==> config.mk <==
export PLATFORM = sky130hd
export DESIGN_NAME = mem_arbiter
export DESIGN_NICKNAME = d
export VERILOG_FILES = /design/src/rtl/mem_arbiter.sv
export SDC_FILE = /design/constraint.sdc
export NUM_CORES = 1
export LEC_CHECK = 0
export BUFFER_PORTS_ARGS = -buffer_cell sky130_fd_sc_hd__buf_2
export CAP_MARGIN = 15
export CORE_AREA = 2 2 122 124
export CTS_BUF_LIST = sky130_fd_sc_hd__clkbuf_8
export DETAILED_ROUTE_END_ITERATION = 12
export DIE_AREA = 0 0 124 126
export HOLD_SLACK_MARGIN = 0.1
export PLACE_DENSITY = 0.48
export SKIP_LAST_GASP = 1
export SYNTH_ARGS = -nofsm -noshare
export SYNTH_HDL_FRONTEND = slang
export SYNTH_SLANG_ARGS = --single-unit
==> constraint.sdc <==
create_clock -name clk -period 4.5 [get_ports clk]
set_clock_uncertainty 0.15 [all_clocks]
set_input_delay 0.45 -clock clk [delete_from_list [all_inputs] [get_ports clk]]
set_output_delay 0.45 -clock clk [all_outputs]
set_load 0.01 [all_outputs]
==> src/rtl/mem_arbiter.sv <==
// Two-port memory arbiter. Ports 0 and 1 share one memory port. Grants alternate
// under contention, and read returns are steered back through a latency-matched
// ownership pipeline.
module mem_arbiter #(
  parameter int unsigned DW  = 32,
  parameter int unsigned AW  = 32,
  parameter int unsigned LAT = 1    // memory read latency, 1..4
) (
  input  logic          clk,
  input  logic          reset,
  input  logic          req0,
  input  logic          req1,
  input  logic          we0,
  input  logic          we1,
  input  logic [AW-1:0] addr0,
  input  logic [AW-1:0] addr1,
  input  logic [DW-1:0] wdata0,
  input  logic [DW-1:0] wdata1,
  output logic          gnt0,
  output logic          gnt1,
  output logic          rvalid0,
  output logic          rvalid1,
  output logic [DW-1:0] rdata0,
  output logic [DW-1:0] rdata1,
  output logic          mem_en,
  output logic          mem_we,
  output logic [AW-1:0] mem_addr,
  output logic [DW-1:0] mem_wdata,
  input  logic [DW-1:0] mem_rdata,
  output logic [7:0]    gnt_cnt0,
  output logic [7:0]    gnt_cnt1
);

  localparam logic PORT0 = 1'b0;
  localparam logic PORT1 = 1'b1;

  logic           prio_q;      // port that wins when both request
  logic [LAT-1:0] sr_vld_q;    // read in flight at each stage
  logic [LAT-1:0] sr_port_q;   // owning port of that read
  logic [7:0]     cnt0_q;
  logic [7:0]     cnt1_q;
  logic           rd_issue;

  // Grant decision: sole requester wins, otherwise prio breaks the tie.
  always_comb begin
    gnt0 = 1'b0;
    gnt1 = 1'b0;
    if (!reset) begin
      if (req0 && (!req1 || prio_q == PORT0)) begin
        gnt0 = 1'b1;
      end else if (req1) begin
        gnt1 = 1'b1;
      end
    end
  end

  // Memory port follows the granted requester; all zero when idle.
  always_comb begin
    mem_en    = 1'b0;
    mem_we    = 1'b0;
    mem_addr  = '0;
    mem_wdata = '0;
    if (gnt0) begin
      mem_en    = 1'b1;
      mem_we    = we0;
      mem_addr  = addr0;
      mem_wdata = wdata0;
    end else if (gnt1) begin
      mem_en    = 1'b1;
      mem_we    = we1;
      mem_addr  = addr1;
      mem_wdata = wdata1;
    end
  end

  assign rd_issue = (gnt0 && !we0) || (gnt1 && !we1);

  // Priority pointer flips to the loser after each grant.
  always_ff @(posedge clk) begin
    if (reset) begin
      prio_q <= PORT0;
    end else if (gnt0) begin
      prio_q <= PORT1;
    end else if (gnt1) begin
      prio_q <= PORT0;
    end
  end

  // Read ownership pipeline; stage LAT-1 lines up with mem_rdata.
  always_ff @(posedge clk) begin
    if (reset) begin
      sr_vld_q  <= '0;
      sr_port_q <= '0;
    end else begin
      sr_vld_q[0]  <= rd_issue;
      sr_port_q[0] <= gnt1;
      for (int i = 1; i < LAT; i++) begin
        sr_vld_q[i]  <= sr_vld_q[i-1];
        sr_port_q[i] <= sr_port_q[i-1];
      end
    end
  end

  // Free-running grant counters, wrapping at 8 bits.
  always_ff @(posedge clk) begin
    if (reset) begin
      cnt0_q <= 8'd0;
      cnt1_q <= 8'd0;
    end else begin
      if (gnt0) cnt0_q <= cnt0_q + 8'd1;
      if (gnt1) cnt1_q <= cnt1_q + 8'd1;
    end
  end

  // Read return steering; data is zeroed when not valid.
  always_comb begin
    rvalid0 = !reset && sr_vld_q[LAT-1] && (sr_port_q[LAT-1] == PORT0);
    rvalid1 = !reset && sr_vld_q[LAT-1] && (sr_port_q[LAT-1] == PORT1);
    rdata0  = rvalid0 ? mem_rdata : '0;
    rdata1  = rvalid1 ? mem_rdata : '0;
  end

  assign gnt_cnt0 = cnt0_q;
  assign gnt_cnt1 = cnt1_q;

endmodule
# == Yosys cells after proc, flatten, opt, wreduce, memory -nomap -nowiden ==
# Cells that the tools add are included.
# word_totals
word_cells,39
out_inout_bits,150
regBits,19
# op_classes
n_mux,17
n_bitwise,2
addsub,2
n_reduce_logical,13
# ops
op,n
$mux W32,6
$add A8 B1 Y8 const B,2
$mux W1,11
$logic_and A1 B1 Y1,6
$logic_not A1 Y1,4
$logic_or A1 B1 Y1,2
$not A1 Y1,2
$reduce_bool A2 Y1,1

# == Logic depth before layout (Yosys ltp) ==
# Gate-level depths: netlist of the first run.
# depth
depth_word,7
mapped_depth,5
mapped_depth_nobuf,4

# == Worst setup path before layout of the first run ==
# OpenSTA, ideal clock, no wires.
# synth_timing
path_kind,in2out
start,input port req0
end,output port mem_addr[22]
required_time_ns,3.900
cell_stages,4
slack_ns,2.503
n_path_buf,1
t_arrival_ns,1.397
cell_sequence,a21bo_2 > nor2_1 > buf_1 > a22o_1
# synth_via
elab_cells_between_ends,7
classes_between,mux (6); reduce/logical (1)
# synth_lines
item,line_no,source
start: declaration,11,"input logic req0,"
$logic_and A1 B1 Y1,49,if (req0 && (!req1 || prio_q == PORT0)) begin
$mux W1,49,
$mux W1,48,if (!reset) begin
via gnt0,19,"output logic gnt0,"
$mux W32,63,if (gnt0) begin
end: declaration,27,"output logic [AW-1:0] mem_addr,"
# The timed path passes the listed nets, and every way through them passes these cells.

# == Final worst setup path of the first run ==
# layout_timing
start,input port reset
end,output port mem_addr[3]
# layout_via
elab_chain_len,3
elab_cells_between_ends,4
classes_between,mux (4)
# layout_rtl
item,line_no,source
start: declaration,10,"input logic reset,"
$mux W1,48,
$mux W32,68,end else if (gnt1) begin
$mux W32 *,63,
# Mark *: on every way between the ends. The rest lies on a longest branch, timed or not.

==> results of run 1 <==
kinds of logic (layout without fill, tap and decap cells):
group	count (synthesis)	in the layout
buffers and inverters	28	327
XOR/XNOR	1	1
flip-flops	19	19
AO/OA/AOI/OAI	90	90
multiplexers	4	4
adder cells (fa/ha/maj)	2	2
AND/OR/NAND/NOR	109	109
power groups by stage:
stage                     clock network, mW  registers, mW  logic [mW]
final                                 0.118          0.178       0.251
after global routing                  0.128          0.178       0.274
after CTS                             0.122          0.178       0.253
after detailed placement                  0          0.181       0.252
after global placement                    0          0.181       0.250
after floorplan                           0          0.182       0.111
metal layers:
metal,up-vias,GRT usage (%),part of all wire (%)
met4,2,1.78,0.44
li1,1542,-,-
met1,1448,13.0,36
met5,-,0,0.15
met3,4,1.72,11
met2,210,23.2,53
worst max-delay path, delay by kind of cell:
kind / cells / cell delay, ns
simple gates: 2 / 1.13
compound gates: 1 / 0.18
buf+inv: 3 / 0.76
area by class of cell:
| type | instances | area [um^2] | area share [%] |
|---|---|---|---|
| timing repair buffer | 320 | 1610 | 43.0 |
| sequential | 19 | 380 | 10.1 |
| inverter | 3 | 11.3 | 0.300 |
| clock buffer | 3 | 41.3 | 1.10 |
| multi-input combinational | 206 | 1470 | 39.2 |
| clock inverter | 1 | 5.00 | 0.133 |
| tap | 184 | 230 | 6.14 |
flip-flops by register name, summed over array words and instances (netlist names):
register   cells
sr_port_q      1
gnt_cnt1       8
sr_vld_q       1
prio_q         1
gnt_cnt0       8
layout by cell type, fill, tap and decap left out:
cell	instances
a21bo_2	1
a21boi_0	1
a21oi_1	13
a22o_1	65
and2_1	64
and3b_1	1
buf_2	315
buf_4	5
clkbuf_8	3
clkinv_2	1
dfxtp_1	19
ha_1	2
inv_1	3
mux2_2	3
mux2i_1	1
nand2_1	6
nand2b_1	3
nand3_1	4
nand4_1	3
nor2_1	7
nor2_4	2
nor2b_1	4
nor3b_2	1
nor4_1	3
o21ai_0	3
o31ai_1	7
or3_1	4
or4_1	7
xnor2_1	1
per-stage QoR:
stage / cells / util, % / cell area [um^2] / hold WS (ns) / setup WS (ns)
5_1_grt: 736 / 26.2 / 3750 / 0.354 / 1.15
3_5_place_dp: 732 / 25.9 / 3700 / 0.326 / 1.34
4_1_cts: 736 / 26.2 / 3750 / 0.335 / 1.34
2_1_floorplan: 253 / - / 1950 / 0.346 / 2.50
6_report: 736 / 26.2 / 3750 / 0.338 / 1.35
3_3_place_gp: 732 / 25.9 / 3700 / 0.317 / 1.47
worst max-delay path by stage:
stage	end	slack (ns)	startpoint	depth (start not counted)
4_1_cts	mem_addr[3]	1.34	reset	6
3_3_place_gp	mem_addr[8]	1.47	reset	6
2_1_floorplan	mem_addr[22]	2.50	req0	4
3_5_place_dp	mem_wdata[23]	1.34	reset	6
6_report	mem_addr[3]	1.35	reset	6
5_1_grt	mem_addr[3]	1.15	reset	6
==> flow_metrics.tcl, run 1 <==
set metrics [dict create \
    synth_top_family_by_area "compound AO/OA/AOI/OAI gates" \
    p_switching_mw 0.185 \
    relSlewSlack_pct 32.1 \
    grt_pass1_wl_mm 14.3 \
    slowest_stage "nor2_4" \
    grt_max_degree 48 \
    period_needed_ns 3.15 \
    hold_path_depth 3 \
    synth-adder-area-share_pct 1.28 \
    nFillCells 1542 \
    fin_crit_sh_pct 70.0 \
    synth_top_cell_by_area "a22o_1" \
    crit_arrival_ns 2.55 \
    yosys.area_share.simple_pct 33.4 \
    pwr-share-comb_pct 45.9 \
    worstSetupStartpointType "primary input" \
    synth_warnings 0 \
    grt_pass1_vias 2839 \
    clk_path_buf_depth 2 \
    synth.top_cells.by_area "a22o_1, and2_1, dfxtp_1" \
    netlist.area_leader.share_pct 29.1 \
    rsz0062_at_grt "false" \
    ys_types 28 \
    route.detailed.drc 0 \
    fmax_mhz 317 \
    core_um2 14300 \
    crit_top_cell "buf_2" \
    cts.sinks 19 \
    clockRootBuffer "clkbuf_8" \
    syn_nets 421 \
    critical_path_class "in2out" \
    syn_inst 253 \
    crit_fanout 36 \
    finalPower_mw 0.546 \
    fp.dieW_um 124 \
    r2r_setup_slack_ns 2.58 \
    cts_tree "done" \
    synthArstFlopShare_pct 0 \
    internal_power_mw 0.362 \
    hold_start "we0" \
    synthMuxAreaShare_pct 2.24 \
    grt_overflow 0 \
    r2r_cells 4 \
    antenna_found_initial 1 \
    syn2layout_area_growth_pct 92.1 \
    diodes 0 \
    die_area_um2 15600 \
    p_per_area_nw_per_um2 146 \
    setup_viol 0 \
    grt.total_usage_pct 11.7 \
    slew_viol_final 0 \
    end_kind "output pin" \
    ctsHoldBuffers 0 \
    reg2reg_to "gnt_cnt1[1]" \
    ys_ff_latch 19 \
    cts_setup_buffers 0 \
    yosys_most_used_dff "dfxtp_1" \
    drive_above_1_share_pct 60.0 \
    worst_pin_slew_ns 1.02 \
    yosys.area_share.xor_xnor_pct 0.448 \
    numCtsBuffers 3 \
    drt_iter0_markers 88 \
    ios 316 \
    crit_required_ns 3.90 \
    fin_nets 721 \
    netSwitchingFraction_pct 33.8 \
    hpwl_mm 8.82 \
    gp_congestion 1.04 \
    die_h_um 126 \
    peakVddDrop_v 0.0000643 \
    ys_seq_area_share_pct 19.5 \
    first_pass_iters 4 \
    rows 44 \
    crit_chain "buf_2 -> nand2b_1 -> nor2_4 -> buf_4 -> a22o_1 -> buf_2" \
    vias 3206 \
    synth_edf_count 0 \
    max_cap_viol_count 0 \
    path_clk_slew_ns 0.07 \
    p_clk_share_pct 21.6 \
    avgSynthCellArea_um2 7.72 \
    cts-resized-gates 0 \
    seq_power_share_pct 32.5 \
    via_per_inst 4.36 \
    finalHoldViolCount 0 \
    synth_most_common_cell "a22o_1" \
    portBuffers 315 \
    routed_wl_mm 10.4 \
    clk_latency_ns 0.25 \
    htreeDepth 1 \
    whs_endpoint "sr_vld_q" \
    synth_commonest_cells "a22o_1, and2_1, dfxtp_1" \
    status "completed" \
    fin_tns_setup_ns 0 \
    start_util_pct 13.6 \
    p_leak_nw 2.20 \
    max_stage_delay_ns 0.71 \
    syn_area_um2 1950 \
    synth_compound_area_share_pct 36.8 \
    routedWlPerCell_um 14.1 \
    worstReg2RegStart "prio_q" \
    final_antenna_net_count 0 \
    hold_class "in2reg" \
]
(Power assumes the default switching activity.)
==> inputs of run 2 (changes only) <==
- ABC_AREA: default -> 1
- CORE_AREA: 2 2 122 124 -> 2 2 124 126
- DIE_AREA: 0 0 124 126 -> 0 0 126 128
- PLACE_DENSITY: 0.48 -> 0.47
- clock period: 4.5 -> 3.3 ns (I/O delays scaled with it)
==> flow_metrics.tcl, run 2 <==
set metrics [dict create \
    fmax_mhz 423 \
    crit_top_cell "nand2_2" \
    yosys_most_used_dff "dfxtp_1" \
    layout_common_cells "buf_2, nor2_1, a22o_1, inv_1, nand2_1" \
    crit_required_ns 2.82 \
    ys_seq_area_share_pct 19.6 \
    crit_end "mem_addr[10]" \
    syn_inst 308 \
    clockRootBuffer "clkbuf_8" \
    portBuffers 315 \
    design_area_um2 3740 \
    status "completed" \
    clk_latency_ns 0.26 \
    fp.dieW_um 126 \
    syn_nets 476 \
    synth_top_cell_by_area "a22o_1" \
    die_h_um 128 \
    syn2layout_area_growth_pct 92.2 \
    synth_warnings 0 \
    slowest_stage "dfxtp_1" \
    syn_area_um2 1940 \
    slew_viol_final 0 \
    cts-resized-gates 0 \
    p_leak_nw 2.41 \
    worst_pin_slew_ns 0.545 \
    worstSetupStartpointType "flop" \
    p_per_area_nw_per_um2 201 \
    worstReg2RegStart "gnt_cnt1[0]" \
    ys_ff_latch 19 \
    grt_overflow 0 \
    grt_pass1_vias 2901 \
    synth_most_common_cell "nor2_1" \
    gp_congestion 0.841 \
    crit_fanout 51 \
    fin_nets 776 \
    layout_commonest_cell "buf_2" \
    final_antenna_net_count 0 \
    die_area_um2 16100 \
    synthArstFlopShare_pct 0 \
    routed_wl_mm 13.0 \
    drt_iter0_markers 127 \
    antenna_found_initial 22 \
    first_pass_iters 4 \
    critical_path_class "reg2out" \
    routedWlPerCell_um 16.1 \
    numCtsBuffers 3 \
    hold_class "in2reg" \
    synth_commonest_cells "nor2_1, a22o_1, inv_1" \
    netlist.area_leader.share_pct 29.3 \
    peakVddDrop_v 0.000178 \
    ys_types 23 \
    vias 3228 \
    synth_edf_count 0 \
    via_per_inst 4.00 \
    cts_setup_buffers 0 \
    start_util_pct 13.1 \
    r2r_setup_slack_ns 1.82 \
    relSlewSlack_pct 63.6 \
    crit_chain "nand2_2 -> nand2_2 -> nand2_4 -> inv_2 -> buf_12 -> a22o_1 -> buf_2" \
    cts_tree "done" \
    end_kind "output pin" \
    grt.total_usage_pct 14.8 \
    post-place-cells 791 \
    path_clk_slew_ns 0.07 \
    rows 45 \
    htreeDepth 1 \
    cts.sinks 19 \
    finalHoldViolCount 0 \
    stdcell_count 807 \
    synth.top_cells.by_area "a22o_1, dfxtp_1, nor2_1" \
    avgSynthCellArea_um2 6.31 \
    route.detailed.drc 0 \
    placed_area_um2 3660 \
    reg2reg_to "gnt_cnt1[6]" \
    fin_crit_sh_pct 71.6 \
    rsz0062_at_grt "false" \
    ctsHoldBuffers 0 \
    ios 316 \
    max_cap_viol_count 0 \
    setup_viol 0 \
    drive_above_1_share_pct 54.2 \
    period_needed_ns 2.36 \
    fin_tns_setup_ns 0 \
    hpwl_mm 11.2 \
    max_stage_delay_ns 0.34 \
    crit_arrival_ns 1.88 \
    startpoint "prio_q" \
    core_um2 14900 \
    r2r_cells 6 \
    grt_pass1_wl_mm 18.1 \
    clk_path_buf_depth 2 \
    grt_max_degree 61 \
    finalPower_mw 0.750 \
]
run 2: changes by cell type in the layout (fill, tap and decap cells not counted), moves of 7 or more:
cell     delta
and2_1     -64
o31ai_1     -7
diode_2    +12
nor2_1     +81
inv_1      +43
nand2_1    +23
or4_1       -7
nand3_1     +7
run 2: kinds of logic (layout without fill, tap and decap cells):
| logic type | count (synthesis) | count (layout) | synth area share [%] |
|---|---|---|---|
| buf+inv | 70 | 369 | 16.4 |
| xor+xnor | 3 | 3 | 1.35 |
| other cells | 0 | 12 | 0 |
| simple gates | 137 | 137 | 29.0 |
| fa+ha+maj | 2 | 2 | 1.29 |
| compound gates | 77 | 77 | 32.4 |
| flops | 19 | 19 | 19.6 |
run 2: worst min-delay path by stage:
stage,depth (start not counted),from,to,slack (ns)
final,2,we0,sr_vld_q,0.14
after global routing,2,we0,sr_vld_q,0.13
after CTS,2,we0,sr_vld_q,0.13
after detailed placement,2,gnt_cnt0[2],gnt_cnt0[2],0.36
after global placement,2,gnt_cnt1[7],gnt_cnt1[7],0.36
after floorplan,1,we0,sr_vld_q,0.29
run 2: worst max-delay path: cells and delay by family (launching register included):
kind | cells | cell delay (ns)
AOI/OAI and AO/OA | 1 | 0.18
buffers and inverters | 3 | 0.74
DFF | 1 | 0.34
and+or+nand+nor | 3 | 0.33
run 2: final cells by class:
class,instances,area (um^2)
Fill cell,1704,11100
Timing Repair Buffer,317,1620
Multi-Input combinational cell,219,1250
Sequential cell,19,380
Tap cell,188,235
Inverter,48,180
Clock buffer,3,41.3
Antenna cell,12,30.0
Clock inverter,1,3.75
run 2: report_power, final:
part,internal (mW),total (mW),switching (mW)
registers,0.235,0.241,0.00566
logic,0.168,0.345,0.177
clock network,0.0829,0.165,0.0818
run 2: routing by layer:
metal | GRT usage, % | part of all wire, % | vias up
met5 | 0 | 0.55 | -
met4 | 2.07 | 0.78 | 12
met3 | 9.06 | 15 | 20
met2 | 21.5 | 40 | 185
met1 | 19.0 | 43 | 1374
li1 | - | - | 1637
run 2: through the flow:
step	setup WS (ns)	hold WS [ns]	utilization, %
2_1_floorplan	1.65	0.286	-
3_3_place_gp	1.07	0.358	24.6
3_5_place_dp	1.04	0.356	24.6
4_1_cts	0.925	0.130	24.9
5_1_grt	0.815	0.132	25.0
6_report	0.937	0.139	25.1
